### src/rtl/addsub_pkg.sv
// Shared definitions for the pipelined add/subtract unit: mode encodings and
// the saturating-add helper used in front of the first pipeline slot.
package addsub_pkg;

    localparam logic MODE_SUB = 1'b0;
    localparam logic MODE_ADD = 1'b1;

    // Saturating unsigned add of two operands of up to 16 bits.
    // Returns {ovf, res[16:0]}: res is clamped to 2^width-1 when the true sum
    // exceeds it, and ovf flags that the clamp happened.
    function automatic logic [17:0] sat_add(input logic [15:0] a,
                                            input logic [15:0] b,
                                            input int          width);
        logic [17:0] sum;
        logic [17:0] max_val;
        sum     = {2'b00, a} + {2'b00, b};
        max_val = (18'd1 << width) - 18'd1;
        if (sum > max_val) begin
            sat_add = {1'b1, max_val[16:0]};
        end else begin
            sat_add = {1'b0, sum[16:0]};
        end
    endfunction

endpackage

### src/rtl/addsub_slot.sv
// One pipeline register slot: a valid bit plus the result word and overflow
// flag. Loads when the advance chain says the slot may move; flush empties it
// without touching the data.
module addsub_slot #(
    parameter int DW = 5
) (
    input  logic          clk,
    input  logic          rst_n,
    input  logic          flush,
    input  logic          load,
    input  logic          valid_d,
    input  logic [DW-1:0] res_d,
    input  logic          ovf_d,
    output logic          valid_q,
    output logic [DW-1:0] res_q,
    output logic          ovf_q
);

    // Slot register: reset clears everything, flush drops only the valid bit.
    always_ff @(posedge clk or negedge rst_n) begin
        if (!rst_n) begin
            valid_q <= 1'b0;
            res_q   <= '0;
            ovf_q   <= 1'b0;
        end else if (flush) begin
            valid_q <= 1'b0;
        end else if (load) begin
            valid_q <= valid_d;
            res_q   <= res_d;
            ovf_q   <= ovf_d;
        end
    end

endmodule

### src/rtl/addsub_pipe.sv
// Pipelined unsigned add/subtract unit with valid/ready on both sides.
// The arithmetic sits combinationally in front of slot 0; STAGES register
// slots follow, chained by an advance signal that lets bubbles collapse and
// gives full backpressure. The result is WIDTH+1 bits, two's complement.
module addsub_pipe
    import addsub_pkg::*;
#(
    parameter int WIDTH  = 4,
    parameter int STAGES = 2
) (
    input  logic                    clk,
    input  logic                    rst_n,
    input  logic                    flush,
    input  logic                    inValid,
    output logic                    inReady,
    input  logic [WIDTH-1:0]        aIn,
    input  logic [WIDTH-1:0]        bIn,
    input  logic                    mode,
    output logic                    outValid,
    input  logic                    outReady,
    output logic signed [WIDTH:0]   resOut,
    output logic                    ovfOut
);

    localparam int RW = WIDTH + 1;
    localparam int EW = WIDTH + 2;

    logic [EW-1:0]     a_ext;
    logic [EW-1:0]     b_ext;
    logic [EW-1:0]     diff;
    logic [17:0]       sat_word;
    logic [RW-1:0]     res_calc;
    logic              ovf_calc;
    logic              in_fire;
    logic              unused_bits;

    logic [STAGES-1:0] valid_q;
    logic [STAGES-1:0] ovf_q;
    logic [RW-1:0]     res_q [STAGES];
    logic [STAGES-1:0] advance;

    // Operands are widened by two bits so the difference keeps its sign and
    // the sum keeps its carry before being narrowed to the result width.
    assign a_ext    = {2'b00, aIn};
    assign b_ext    = {2'b00, bIn};
    assign diff     = a_ext - b_ext;
    assign sat_word = sat_add(16'(aIn), 16'(bIn), WIDTH);

    // Only the low RW bits of each intermediate are meaningful.
    assign unused_bits = ^{sat_word, diff};

    // Select the arithmetic result for the incoming transaction; subtraction
    // can never leave the result range, so it never reports overflow.
    always_comb begin
        res_calc = diff[RW-1:0];
        ovf_calc = 1'b0;
        if (mode == MODE_ADD) begin
            res_calc = sat_word[RW-1:0];
            ovf_calc = sat_word[17];
        end
    end

    // Advance chain from the output back to slot 0: a slot may load when the
    // slot it feeds is empty or is itself moving on this edge.
    always_comb begin
        advance = '0;
        advance[STAGES-1] = !valid_q[STAGES-1] || outReady;
        for (int i = STAGES - 2; i >= 0; i--) begin
            advance[i] = !valid_q[i] || advance[i+1];
        end
    end

    assign inReady = advance[0];
    assign in_fire = inValid && inReady;

    for (genvar i = 0; i < STAGES; i++) begin : g_slot
        logic          valid_d;
        logic [RW-1:0] res_d;
        logic          ovf_d;

        if (i == 0) begin : g_head
            assign valid_d = in_fire;
            assign res_d   = res_calc;
            assign ovf_d   = ovf_calc;
        end else begin : g_body
            assign valid_d = valid_q[i-1];
            assign res_d   = res_q[i-1];
            assign ovf_d   = ovf_q[i-1];
        end

        addsub_slot #(
            .DW(RW)
        ) u_slot (
            .clk    (clk),
            .rst_n  (rst_n),
            .flush  (flush),
            .load   (advance[i]),
            .valid_d(valid_d),
            .res_d  (res_d),
            .ovf_d  (ovf_d),
            .valid_q(valid_q[i]),
            .res_q  (res_q[i]),
            .ovf_q  (ovf_q[i])
        );
    end

    assign outValid = valid_q[STAGES-1];
    assign resOut   = res_q[STAGES-1];
    assign ovfOut   = ovf_q[STAGES-1];

endmodule

### config.mk
export PLATFORM = sky130hd
export DESIGN_NAME = addsub_pipe
export DESIGN_NICKNAME = d
export VERILOG_FILES = /design/src/rtl/addsub_pkg.sv /design/src/rtl/addsub_slot.sv /design/src/rtl/addsub_pipe.sv
export SDC_FILE = /design/constraint.sdc
export NUM_CORES = 1
export LEC_CHECK = 0
export CAP_MARGIN = 20
export CORE_ASPECT_RATIO = 1.25
export CORE_UTILIZATION = 41
export CTS_BUF_LIST = sky130_fd_sc_hd__clkbuf_4
export DETAILED_ROUTE_END_ITERATION = 8
export MAX_ROUTING_LAYER = met4
export PLACE_DENSITY = 0.74
export SLEW_MARGIN = 20
export SYNTH_ARGS = -nofsm -noshare
export SYNTH_HDL_FRONTEND = slang
export SYNTH_SLANG_ARGS = --single-unit
### constraint.sdc
create_clock -name clk -period 1.83 [get_ports clk]
set_input_delay 0.366 -clock clk [delete_from_list [all_inputs] [get_ports clk]]
set_output_delay 0.366 -clock clk [all_outputs]
set_load 0.05 [all_outputs]
-- Word level (Yosys, flattened, before mapping)
Index checks and enable logic that the tools add are counted.
- flip-flop bits (word level): 14
- bits of input ports: 14
- output and inout port bits: 8
- logic and storage cells: 26
- add/sub/neg operators: 2
- $lt $le $gt $ge: 1
- mux-type cells: 7
- bitwise logic cells: 1
- reductions and logical operators: 9
- operators with widths (operator ; number):
    two-way mux 18 bit ; 1
    adder 4 x 4 -> 5 bit ; 1
    greater-than comparator 5 x 4 -> 1 bit (second input constant) ; 1
    two-way mux 1 bit ; 5
    two-way mux 5 bit ; 1
    subtractor 4 x 4 -> 5 bit ; 1
    AND reduction 2 bit ; 2
    nonzero test 2 bit ; 2
    logical NOT 1 bit ; 2
    logical OR 1 bit ; 2
    logical AND 1 bit ; 1
    inverter 1 bit ; 1

-- Depth between registers and ports, before layout
Gate-level depths: netlist of the first run.
- word-level depth: 6
- mapped depth: 7
- mapped depth without buffers: 7

-- By module
Synthesis of the first run repeated with hierarchy kept, for this count alone.
- cells, all modules: 80
- area, all modules: 965.9 um^2
- by module, submodules not included (module ; instances ; cells an instance ; area each (um^2) ; sequential area each (um^2)):
    addsub_slot ; 2 ; 17 ; 304.0 ; 175.2
    addsub_pipe ; 1 ; 46 ; 357.8 ; 0.0

-- Worst setup path before layout of the first run
OpenSTA, ideal clock, no wires.
- path type: input-to-reg
- from: input aIn[0]
- to: register g_slot[0].u_slot.res_q[1]
- setup time: 0.125 ns
- data arrival time: 1.757 ns
- required time: 1.705 ns
- slack: -0.052 ns
- stages: 6
- path buffers: 0
- cells stage by stage: ha_1 fa_1 nor3b_2 or4_1 a21oi_1 o21ai_1
- word-level cells in the longest chain between the ends: 4
- elaborated cells between the ends (all ways): 5
- those cells by class: add/sub: 2; order compare: 1; mux: 2
- ends and longest elaborated chain (element ; RTL line ; source):
    from (decl) ; addsub_pipe.sv:16 ; input logic [WIDTH-1:0] aIn,
    adder 4 x 4 -> 5 bit ; addsub_pkg.sv:16 ; sum = {2'b00, a} + {2'b00, b};
    greater-than comparator 5 x 4 -> 1 bit ; addsub_pkg.sv:18 ; if (sum > max_val) begin
    two-way mux 18 bit ; addsub_pkg.sv:18 ;
    two-way mux 5 bit * ; addsub_pipe.sv:57 ; if (mode == MODE_ADD) begin
    to (signal assigned) ; addsub_slot.sv:29 ; res_q <= res_d;
    to (decl) ; addsub_slot.sv:15 ; output logic [DW-1:0] res_q,
Every way passes the cells marked *; elsewhere a longest branch is shown, timed or not.
A chain may end at the register's enable or synchronous reset.

-- Worst setup path after layout of the first run
- from: input bIn[2]
- to: register g_slot[0].u_slot.res_q[1]
- word-level cells in the longest chain between the ends: 4
- ends and longest elaborated chain (element ; RTL line ; source):
    from (decl) ; addsub_pipe.sv:17 ; input logic [WIDTH-1:0] bIn,
    adder 4 x 4 -> 5 bit ; addsub_pkg.sv:16 ;
    greater-than comparator 5 x 4 -> 1 bit ; addsub_pkg.sv:18 ;
    two-way mux 18 bit ; addsub_pkg.sv:18 ;
    two-way mux 5 bit ; addsub_pipe.sv:57 ;
No other way between the ends.

==> reports/metrics.cfg, run 1 <==
[run_status]
status=finished, final reports clean

[power_and_ir_drop]
p_int_uw=589
power_leakage_uw=0.000557
power.switching_uw=318
power_frac_clock_pct=18.8
max-vdd-ir-drop_uv=307
finalPower_uw=907
p_per_area_nw_per_um2=762
sequentialPowerShare_pct=42.2
pwr-share-comb_pct=39.0
p_sw_share_pct=35.1

[synthesis]
yosysUniqueCellTypes=29
synth_area_leaders=dfrtp_1, ha_1, mux2_2
synth_seq_area_share_pct=40.8
yosysTopAreaCellShare_pct=40.8
ys_warn_count=0
synth_top_area_cell=dfrtp_1
syn-instance-count=82
synth_nets=106
ys_seq_elements=14
avgSynthCellArea_um2=10.5
synth_area_um2=858

[timing]
rsz0062_at_grt=yes
finalCritPeriodShare_pct=98.9
setup_viol=0
fin_skew_ns=0.00171
slew_violations=0
slew_headroom_pct=59.1
setup_tns_ns=0
period_needed_ns=1.81
final_hold_viol_count=0
fin_hold_ws_ns=0.474
setup_slack_ns=0.0210
fmax_ghz=0.553
tightest_slew_ns=0.612

[global_routing]
grt_max_degree=15
grt_usage_pct=17.5
grt_pass1_vias=689
grt_pass1_wl_um=2870
antenna_found_initial=0
grt-ovfl-total=0

[setup_path]
crit_family=buffers and inverters
slowest_delay_ns=0.49
crit_chain=clkdlybuf4s50_1, inv_1, ha_4, nor3b_4, or4_1, a21oi_1, o21ai_1
crit_fanout=5
worstPathRequired_ns=1.99
end_kind=flop
critical_path.startpoint_type=input port
cp_data_arrival_time_ns=1.97
path_depth=7
ff2ff_path_depth=3
cp_num_buf_inv=2
crit_type=input port to flop
slowest_stage=clkdlybuf4s50_1

[route]
final_antenna_net_count=0
post_drt_wl_per_cell_um=12.3
drt_wl_total_um=1640
vias_per_cell=5.09
num_vias=677
drtIter0Drc=4
drc=0
firstDrtPassIters=3

[clock_network]
hold_buffers=0
cts_tree=yes
cts_buffers=3
clk_pin_slew_ns=0.08
clock_sinks=14
htreeDepth=1
cts_root_buf=clkbuf_4
clkLatencyLatePin_ns=0.27
clk_path_buf_depth=2

[die]
io_pins=22
die_w_um=42.9
coreArea_um2=1980
start_util_pct=43.3
fp-row-count=18
die_h_um=53.2
fp.dieArea_um2=2280

[place]
gp_congestion=0.733
port_buffers=21
place_ws_ns=-0.532
dp_hpwl_um=1320

[layout]
area_growth_pct=38.8
drive_above_1_share_pct=31.9
regArea_um2=350
n_fill_cell=185
nNetsFinal=138
multiInputGateArea_um2=498
n_antenna_cell=0

[flow_run]
drv_cap=0

[worst_hold_path]
hold_path.class=input port to async pin

==> Yosys cell counts <==
library cell and n:
and3b_1 1, nor3_1 2, inv_1 9, o221a_2 1, clkbuf_1 1, ha_1 8, nand3_1 1, buf_6 1
o21ai_1 1, nor3b_2 1, or4_1 1, o31ai_1 1, dfrtp_1 14, nor2_1 8, a21oi_1 4, and3_1 1
nand2b_1 2, nor2_2 2, a31oi_1 2, nand2_1 3, xnor2_1 2, mux2_2 6, a221oi_2 1, nand3b_1 1
o21ai_0 3, and2b_1 1, nor2b_1 1, mux2i_1 1, fa_1 2
==> kinds of logic (layout without fill, tap and decap cells) <==
group | after synthesis | count (layout) | share of synthesized area (%)
AND/OR/NAND/NOR | 25 | 25 | 16.0
flip-flops | 14 | 14 | 40.8
AO/OA/AOI/OAI | 13 | 13 | 10.1
buffers and inverters | 11 | 42 | 5.68
adder cells (fa/ha/maj) | 10 | 10 | 16.3
multiplexers | 7 | 7 | 9.04
XOR/XNOR | 2 | 2 | 2.04
==> metal layers <==
layer / up-vias / routed length, um / GRT usage (%)
met5: - / 0 / -
met4: 0 / 47 / 12.0
met3: 6 / 51 / 1.37
met2: 20 / 898 / 31.1
met1: 311 / 641 / 18.4
li1: 340 / - / -
==> layout make-up <==
cell class | instances | share of cell area (%)
well taps | 20 | 2.10
clock buffers | 3 | 1.89
inverters | 9 | 2.84
repair buffers | 29 | 21.6
clock inverters | 1 | 0.315
flip-flops and latches | 14 | 29.4
multi-input cells | 57 | 41.8
==> state kept, by name, indices dropped and copies added, names as in the netlist <==
signal / count
g_slot.u_slot.ovf_q: 2
g_slot.u_slot.valid_q: 2
g_slot.u_slot.res_q: 10
==> through the flow <==
step                      std cells  utilization, %  instance area [um2]
after floorplan                  82               -                  861
after global placement          129            57.2                 1130
after detailed placement        129            57.2                 1130
after CTS                       133            60.1                 1190
after global routing            133            60.1                 1190
final                           133            60.1                 1190
==> power groups by stage <==
stage	registers, uW	logic [uW]	clock network (uW)
after floorplan	484	123	0
after global placement	387	338	0
after detailed placement	390	346	0
after CTS	383	355	178
after global routing	389	380	190
final	383	354	170
==> worst register-to-register path, stage by stage, from the launching register on <==
cell,delay [ns]
dfrtp_1,0.40
nor2b_1,0.15
nor2_2,0.25
mux2_2,0.38
==> worst paths after layout <==
check                      slack, ns                     start                        end
min reg2reg                     0.50  g_slot[0].u_slot.valid_q   g_slot[1].u_slot.valid_q
min in group clk                0.50  g_slot[0].u_slot.valid_q   g_slot[1].u_slot.valid_q
min                             0.47                     rst_n   g_slot[0].u_slot.valid_q
max in group asynchronous       0.96                     rst_n     g_slot[1].u_slot.ovf_q
max reg2reg                     0.54  g_slot[1].u_slot.valid_q     g_slot[1].u_slot.ovf_q
max                             0.02                    bIn[2]  g_slot[0].u_slot.res_q[1]
==> cells in the final DEF, fill, tap and decap left out, drive strengths merged, types with 2 or more instances in the layout <==
cell	n
clkdlybuf4s50	7
dlygate4sd2	4
o21ai	4
clkdlybuf4s15	2
mux2	6
clkbuf	3
fa	2
a31oi	2
nand2	3
a21oi	4
buf	16
dfrtp	14
nand2b	2
xnor2	2
nor3	2
nor2	10
inv	9
ha	8
==> timing repair <==
| item | in CTS | in global routing |
|---|---|---|
| gates resized for setup | 14 | 1 |
| endpoints found under the setup margin | 5 | 2 |
| endpoints found under the hold margin | 0 | 0 |
| pin swaps | 5 | 3 |
| buffers inserted | 0 | 0 |
(Power assumes the default switching activity.)
==> run 2, diff against run 1 <==
--- a/config.mk
+++ b/config.mk
@@ -7,6 +7,7 @@
 export LEC_CHECK = 0
 export CAP_MARGIN = 20
 export CORE_ASPECT_RATIO = 1.25
+export CORE_MARGIN = 2
 export CORE_UTILIZATION = 41
 export CTS_BUF_LIST = sky130_fd_sc_hd__clkbuf_4
 export DETAILED_ROUTE_END_ITERATION = 8
==> run 2 against run 1 <==
  * Worst setup slack better by 0.033 ns
  * Critical endpoint unchanged
  * Worst hold slack got worse by 0.019 ns
  * Register-to-register slack got worse by 0.02 ns
==> reports/metrics.cfg, run 2 (same netlist as run 1, synthesis figures left out) <==
[run_status]
status=finished, final reports clean

[die]
io_pins=22
start_util_pct=43.3
die_w_um=44.9
die_h_um=55.2
fp-row-count=18
fp.dieArea_um2=2480
coreArea_um2=1980

[layout]
stdcell_area_um2=1190
n_antenna_cell=0
final_common_cell=buf_4
largest_register_ffs=10
area_growth_pct=38.5
largest-register=g_slot.u_slot.res_q
largestRegisters=g_slot.u_slot.res_q x10, g_slot.u_slot.ovf_q x2, g_slot.u_slot.valid_q x2
drive_above_1_share_pct=31.6
final_cell_mix=buf_4, dfrtp_1, inv_1, nor2_1
nNetsFinal=139

[setup_path]
crit_type=input port to flop
cp_data_arrival_time_ns=1.95
r2r_end=g_slot[1].u_slot.ovf_q
r2r_start=g_slot[1].u_slot.valid_q
end_kind=flop
r2r_setup_slack_ns=0.52
worstPathRequired_ns=2.00
ff2ff_path_depth=3
startpoint=aIn[0]
critical_path.startpoint_type=input port
crit_fanout=2

[route]
num_vias=681
drt_wl_total_um=1610
post_drt_wl_per_cell_um=12.0
drc=0
final_antenna_net_count=0
firstDrtPassIters=2
vias_per_cell=5.08
drtIter0Drc=4

[place]
gp_congestion=0.714
dp_hpwl_um=1360
placed_cell_area_um2=1130
port_buffers=21

[timing]
final_hold_viol_count=0
finalCritPeriodShare_pct=97.0
slew_headroom_pct=60.3
fin_skew_ns=0.000569
fin_hold_ws_ns=0.456
period_needed_ns=1.78
rsz0062_at_grt=no
setup_viol=0
slew_violations=0
tightest_slew_ns=0.594
fmax_ghz=0.563

[clock_network]
cts_buffers=3
cts_root_buf=clkbuf_4
clock_sinks=14
clk_path_buf_depth=2
clk_pin_slew_ns=0.08
htreeDepth=1
hold_buffers=0
cts_tree=yes
clkLatencyLatePin_ns=0.28

[global_routing]
grt_pass1_wl_um=2630
grt-ovfl-total=0
grt_usage_pct=15.6
grt_pass1_vias=640
antenna_found_initial=0
grt_max_degree=15

[flow_run]
drv_cap=0

[power_and_ir_drop]
max-vdd-ir-drop_uv=315
power_leakage_uw=0.000562
p_per_area_nw_per_um2=764

[worst_hold_path]
hold_path.class=input port to async pin

==> run 2: cell types whose count changed in the layout (fill, tap and decap cells not counted), sizes merged <==
cell and delta:
dlygate4sd2 +1, buf +1, clkdlybuf4s50 -1
==> run 2: worst max-delay path: stages <==
cell and delay [ns]:
clkdlybuf4s15_1 0.19, ha_2 0.20, fa_2 0.34, nor3b_2 0.17, or4_1 0.47, a21oi_1 0.14, o21ai_1 0.08
==> run 2: stage by stage <==
step,util (%),total power [uW],setup TNS (ns),instances,setup slack [ns]
finish,60.0,908,0,134,0.0541
global route,60.0,955,0,134,0.0136
CTS,60.0,919,0,134,0.0194
detailed placement,57.2,738,-2.30,129,-0.530
global placement,57.2,725,-1.94,129,-0.468
floorplan,-,608,0,82,0.00326
==> run 2: per-layer routing <==
| metal | share of wire [%] | GRT usage, % | up-vias |
|---|---|---|---|
| met2 | 55 | 29.3 | 17 |
| met1 | 39 | 14.6 | 319 |
| met4 | 2.2 | 10.3 | 0 |
| met5 | 0 | - | - |
| li1 | - | - | 341 |
| met3 | 3.3 | 1.95 | 4 |
==> run 2: final cells by class <==
type | instances | area, um2
clock buffers | 3 | 22.5
clock inverters | 1 | 3.75
fillers | 188 | 793
inverters | 9 | 33.8
multi-input cells | 57 | 489
flip-flops and latches | 14 | 350
well taps | 20 | 25.0
repair buffers | 30 | 264
==> run 2: worst max path at each step <==
stage	endpoint	slack [ns]	depth (start not counted)
global placement	g_slot[0].u_slot.res_q[1]	-0.47	7
CTS	g_slot[0].u_slot.res_q[1]	0.02	7
global route	g_slot[0].u_slot.res_q[1]	0.01	7
finish	g_slot[0].u_slot.res_q[1]	0.05	7
floorplan	g_slot[0].u_slot.res_q[1]	0.003	6
detailed placement	g_slot[0].u_slot.res_q[1]	-0.53	7
==> run 2: repair_timing <==
| action | in CTS | in global routing |
|---|---|---|
| setup endpoints to repair | 5 | 1 |
| setup buffers | 1 | 0 |
| hold endpoints to repair | 0 | 0 |
| resized for setup | 13 | 0 |
| pin swaps | 5 | 3 |
==> run 2: power by group <==
| group | switching, uW | internal [uW] | total (uW) |
|---|---|---|---|
| Clock | 97.3 | 79.2 | 176 |
| Sequential | 25.0 | 358 | 383 |
| Combinational | 198 | 150 | 348 |
| Total | 321 | 587 | 908 |
==> patch 1: new RTL, settings of run 1 <==
Register the output `ovfOut`; this adds one clock of latency there. The other outputs are not delayed to match.
--- a/src/rtl/addsub_pipe.sv
+++ b/src/rtl/addsub_pipe.sv
@@ -107,5 +107,7 @@
     assign outValid = valid_q[STAGES-1];
     assign resOut   = res_q[STAGES-1];
-    assign ovfOut   = ovf_q[STAGES-1];
+    always_ff @(posedge clk) begin
+        ovfOut <= ovf_q[STAGES-1];
+    end
 
 endmodule
Formal check against the unedited RTL: not equivalent (Yosys sat finds a counterexample within 4 cycles, from zero or initial values and one cycle with rst_n low).
==> patch 1 against run 1 <==
The run now ends with design-rule violations left. Highest routed layer unchanged. Largest power group unchanged. Synthesized cell count up 1.2%. Critical path depth decreased by 6. Power increased by 4.2%. Wire length shrank 0.55%. Design area up 2.6%. Worst setup slack improved by 0.046 ns. Area after synthesis rose by 2.3%. Sequential cell count up 1. Critical path type is now reg2out.
==> patch 1: results <==
[place]
gp_congestion = 0.722
placed_cell_area_sq_mm = 0.00116
dp_slack_ns = -0.514
dp_hpwl_um = 1300
dp.cells = 130

[cells_and_area]
nNetsFinal = 140
nFillCells = 181
final-nonclk-buf-share_pct = 22.1
area_share_clock_buf_inv_pct = 2.25
seqCellArea_sq_um = 370
layout-drive-gt1-share_pct = 33.0
multi_input_area_sq_um = 495
diodes = 0
nNonClkBuffers = 30

[pwr]
ir_drop_v = 0.000295
cellLeakagePower_nw = 0.577
switchingPower_w = 0.000329

[route]
wl_met2_um = 871
avgViaCountPerCell = 5.18
drtPass1Iterations = 6
route.detailed.drc = 3
met3_length_um = 43
vias = 699
wirelength_um = 1630
wl_met1_um = 674
dr.first_iter.drc_count = 12

[timing]
worst_pin_slew_ns = 0.599
worst_clock_skew_ns = 0.00590

[clock_tree]
cts_root_buffer = clkbuf_4
post_cts_buffers = 1
cts_resized = 13

[grt]
grtUsageMet1_pct = 19.5
grt_pass1_vias = 637
grt.met3_usage_pct = 1.01
use_met2_pct = 30.1

[synthesis]
yosysSeqAreaShare_pct = 42.2
ys_async_sr_fraction_pct = 93.3
ys_types = 30
synth.top_cells.by_count = 14 x dfrtp_1, 9 x inv_1, 8 x ha_1, 8 x nor2_1, 6 x mux2_2
syn_inst = 83
ys_ff_latch = 15

[outcome]
failed_checks = design-rule violations
status = complete, but fails checks

[critical_path]
start_kind = flip-flop
slowest_stage = clkdlybuf4s50_1
slowest_delay_ns = 0.79
==> patch 1: power by group through the flow <==
stage | sequential (W) | clock [W] | combinational, W
2_1_floorplan | 0.000510 | 0 | 0.000123
3_3_place_gp | 0.000413 | 0 | 0.000340
6_report | 0.000407 | 0.000186 | 0.000352
3_5_place_dp | 0.000416 | 0 | 0.000346
5_1_grt | 0.000414 | 0.000200 | 0.000380
4_1_cts | 0.000409 | 0.000192 | 0.000352
==> patch 1: cell families (layout without fill, tap and decap cells) <==
logic type / Yosys count / in the layout / share of synthesized area, %
buffers and inverters: 11 / 43 / 5.55
muxes: 7 / 7 / 8.83
DFF: 15 / 15 / 42.2
adders and majority gates: 10 / 10 / 16.0
xor gates and xnor gates: 2 / 2 / 1.99
AOI/OAI and AO/OA: 13 / 13 / 9.83
and+or+nand+nor: 25 / 25 / 15.7
==> patch 1: final timing paths <==
| kind | startpoint | to | slack (ns) | depth (start not counted) |
|---|---|---|---|---|
| max in group asynchronous | rst_n | g_slot[0].u_slot.valid_q$_DFFE_PN0P_ | 0.99 | 1 |
| setup / recovery | ovfOut$_DFF_P_ | ovfOut | 0.07 | 1 |
| setup reg to reg | g_slot[1].u_slot.valid_q$_DFFE_PN0P_ | g_slot[1].u_slot.res_q[4]$_DFFE_PN0P_ | 0.55 | 3 |
| min in group asynchronous | rst_n | g_slot[1].u_slot.res_q[1]$_DFFE_PN0P_ | 0.45 | 1 |
| hold / removal | g_slot[1].u_slot.ovf_q$_DFFE_PN0P_ | ovfOut$_DFF_P_ | 0.38 | 0 |
| hold reg to reg | g_slot[1].u_slot.ovf_q$_DFFE_PN0P_ | ovfOut$_DFF_P_ | 0.38 | 0 |
==> patch 2: new RTL, flow settings as in run 1 <==
Made on the original files. `WIDTH`: 4 -> 5.
--- a/src/rtl/addsub_pipe.sv
+++ b/src/rtl/addsub_pipe.sv
@@ -6,5 +6,5 @@
     import addsub_pkg::*;
 #(
-    parameter int WIDTH  = 4,
+    parameter int WIDTH  = 5,
     parameter int STAGES = 2
 ) (
Interface: changed (resized aIn, bIn and resOut); port bits go from 22 to 25. No check against the original RTL was run, so the function may have changed too.
==> patch 2 against run 1 <==
Fmax is 2.0% higher. Sequential cell count is 2 higher. Sequential share of layout area is 2.0 points lower. Clock skew hardly changed. Via count is 24% higher. Critical path depth stayed put. Wire length is 18% higher. Worst setup slack better by 0.036 ns. Design area is 22% higher. Combinational power is 27% higher. First-iteration DRC count grew to 2.5 times the old value. Power is 19% higher. Area after synthesis is 25% higher. Critical endpoint is now g_slot[0].u_slot.res_q[4]$_DFFE_PN0P_. Largest cell class unchanged. Highest routed layer unchanged.
==> patch 2: results <==
[critical_path]
crit_family = compound AO/OA/AOI/OAI gates
crit_fanout = 6
cp.arrival_ns = 1.92

[pwr]
cellLeakagePower_nw = 0.644
ir_drop_v = 0.000338
p_per_area_mw_per_mm2 = 739

[grt]
grtUsageMet1_pct = 15.3
use_met2_pct = 28.8

[place]
placed_cell_area_sq_mm = 0.00139
gp_congestion = 0.914
dp_hpwl_um = 1600
dp_slack_ns = -0.522
portBuffers = 24

[route]
avgViaCountPerCell = 4.95
dr.first_iter.drc_count = 10
drtPass1Iterations = 4
wirelength_um = 1930

[synthesis]
syn_inst = 102
yosysSeqAreaShare_pct = 37.2
synth_fp_nets = 130
ys_types = 34
yosys-top-cells-area = dfrtp_1 37%, ha_1 12%, mux2_2 8.4%

[cells_and_area]
reg_top3 = g_slot.u_slot.res_q: 12 flops, g_slot.u_slot.ovf_q: 2 flops, g_slot.u_slot.valid_q: 2 flops
finalNonFillerCells = 169
layout-drive-gt1-share_pct = 32.4

[outcome]
status = complete, no violations

[timing]
worst_clock_skew_ns = 0.00127
max_slew_margin_pct = 76.5

[clock_tree]
clkLatencyLatePin_ns = 0.29
-- patch 2: worst register-to-register path, cell delays in order, from the launching register on --
cell and delay [ns]:
dfrtp_1 0.38, nor2b_4 0.14, nor2_2 0.29, mux2_2 0.38
-- patch 2: final timing paths --
kind	start	to	slack [ns]	cells after the start
max in group asynchronous	rst_n	g_slot[1].u_slot.ovf_q$_DFFE_PN0P_	1.27	2
worst max-delay path	bIn[3]	g_slot[0].u_slot.res_q[4]$_DFFE_PN0P_	0.06	7
worst min register to register	g_slot[0].u_slot.res_q[5]$_DFFE_PN0P_	g_slot[1].u_slot.res_q[5]$_DFFE_PN0P_	0.51	1
worst max register to register	g_slot[1].u_slot.valid_q$_DFFE_PN0P_	g_slot[1].u_slot.res_q[0]$_DFFE_PN0P_	0.54	3
worst min-delay path	rst_n	g_slot[0].u_slot.res_q[3]$_DFFE_PN0P_	0.39	2
min in group clk	g_slot[0].u_slot.res_q[5]$_DFFE_PN0P_	g_slot[1].u_slot.res_q[5]$_DFFE_PN0P_	0.51	1
-- patch 2: cell families after synthesis --
kind of cell	after synthesis	share of synthesized area [%]
simple gates	29	14.7
compound gates	22	16.4
flops	16	37.2
mux	9	9.30
buf+inv	13	6.28
fa+ha+maj	12	15.3
xor+xnor	1	0.814
-- patch 2: timing repair --
item	in CTS	in global routing
endpoints found under the setup margin	7	2
pin swaps	6	7
resized for setup	11	6
-- patch 2: power by group --
group          switching [W]  leakage [nW]  internal, W
Sequential         0.0000291         0.183     0.000412
Combinational       0.000256         0.446     0.000194
Clock               0.000107        0.0154    0.0000794
Total               0.000392         0.644     0.000686
-- patch 2: final cells by class --
type,count,area share (%)
clock buffer,3,1.54
inverter,10,2.57
sequential,16,27.4
clock inverter,1,0.257
tap,33,2.83
multi-input combinational,73,44.9
timing repair buffer,33,20.5
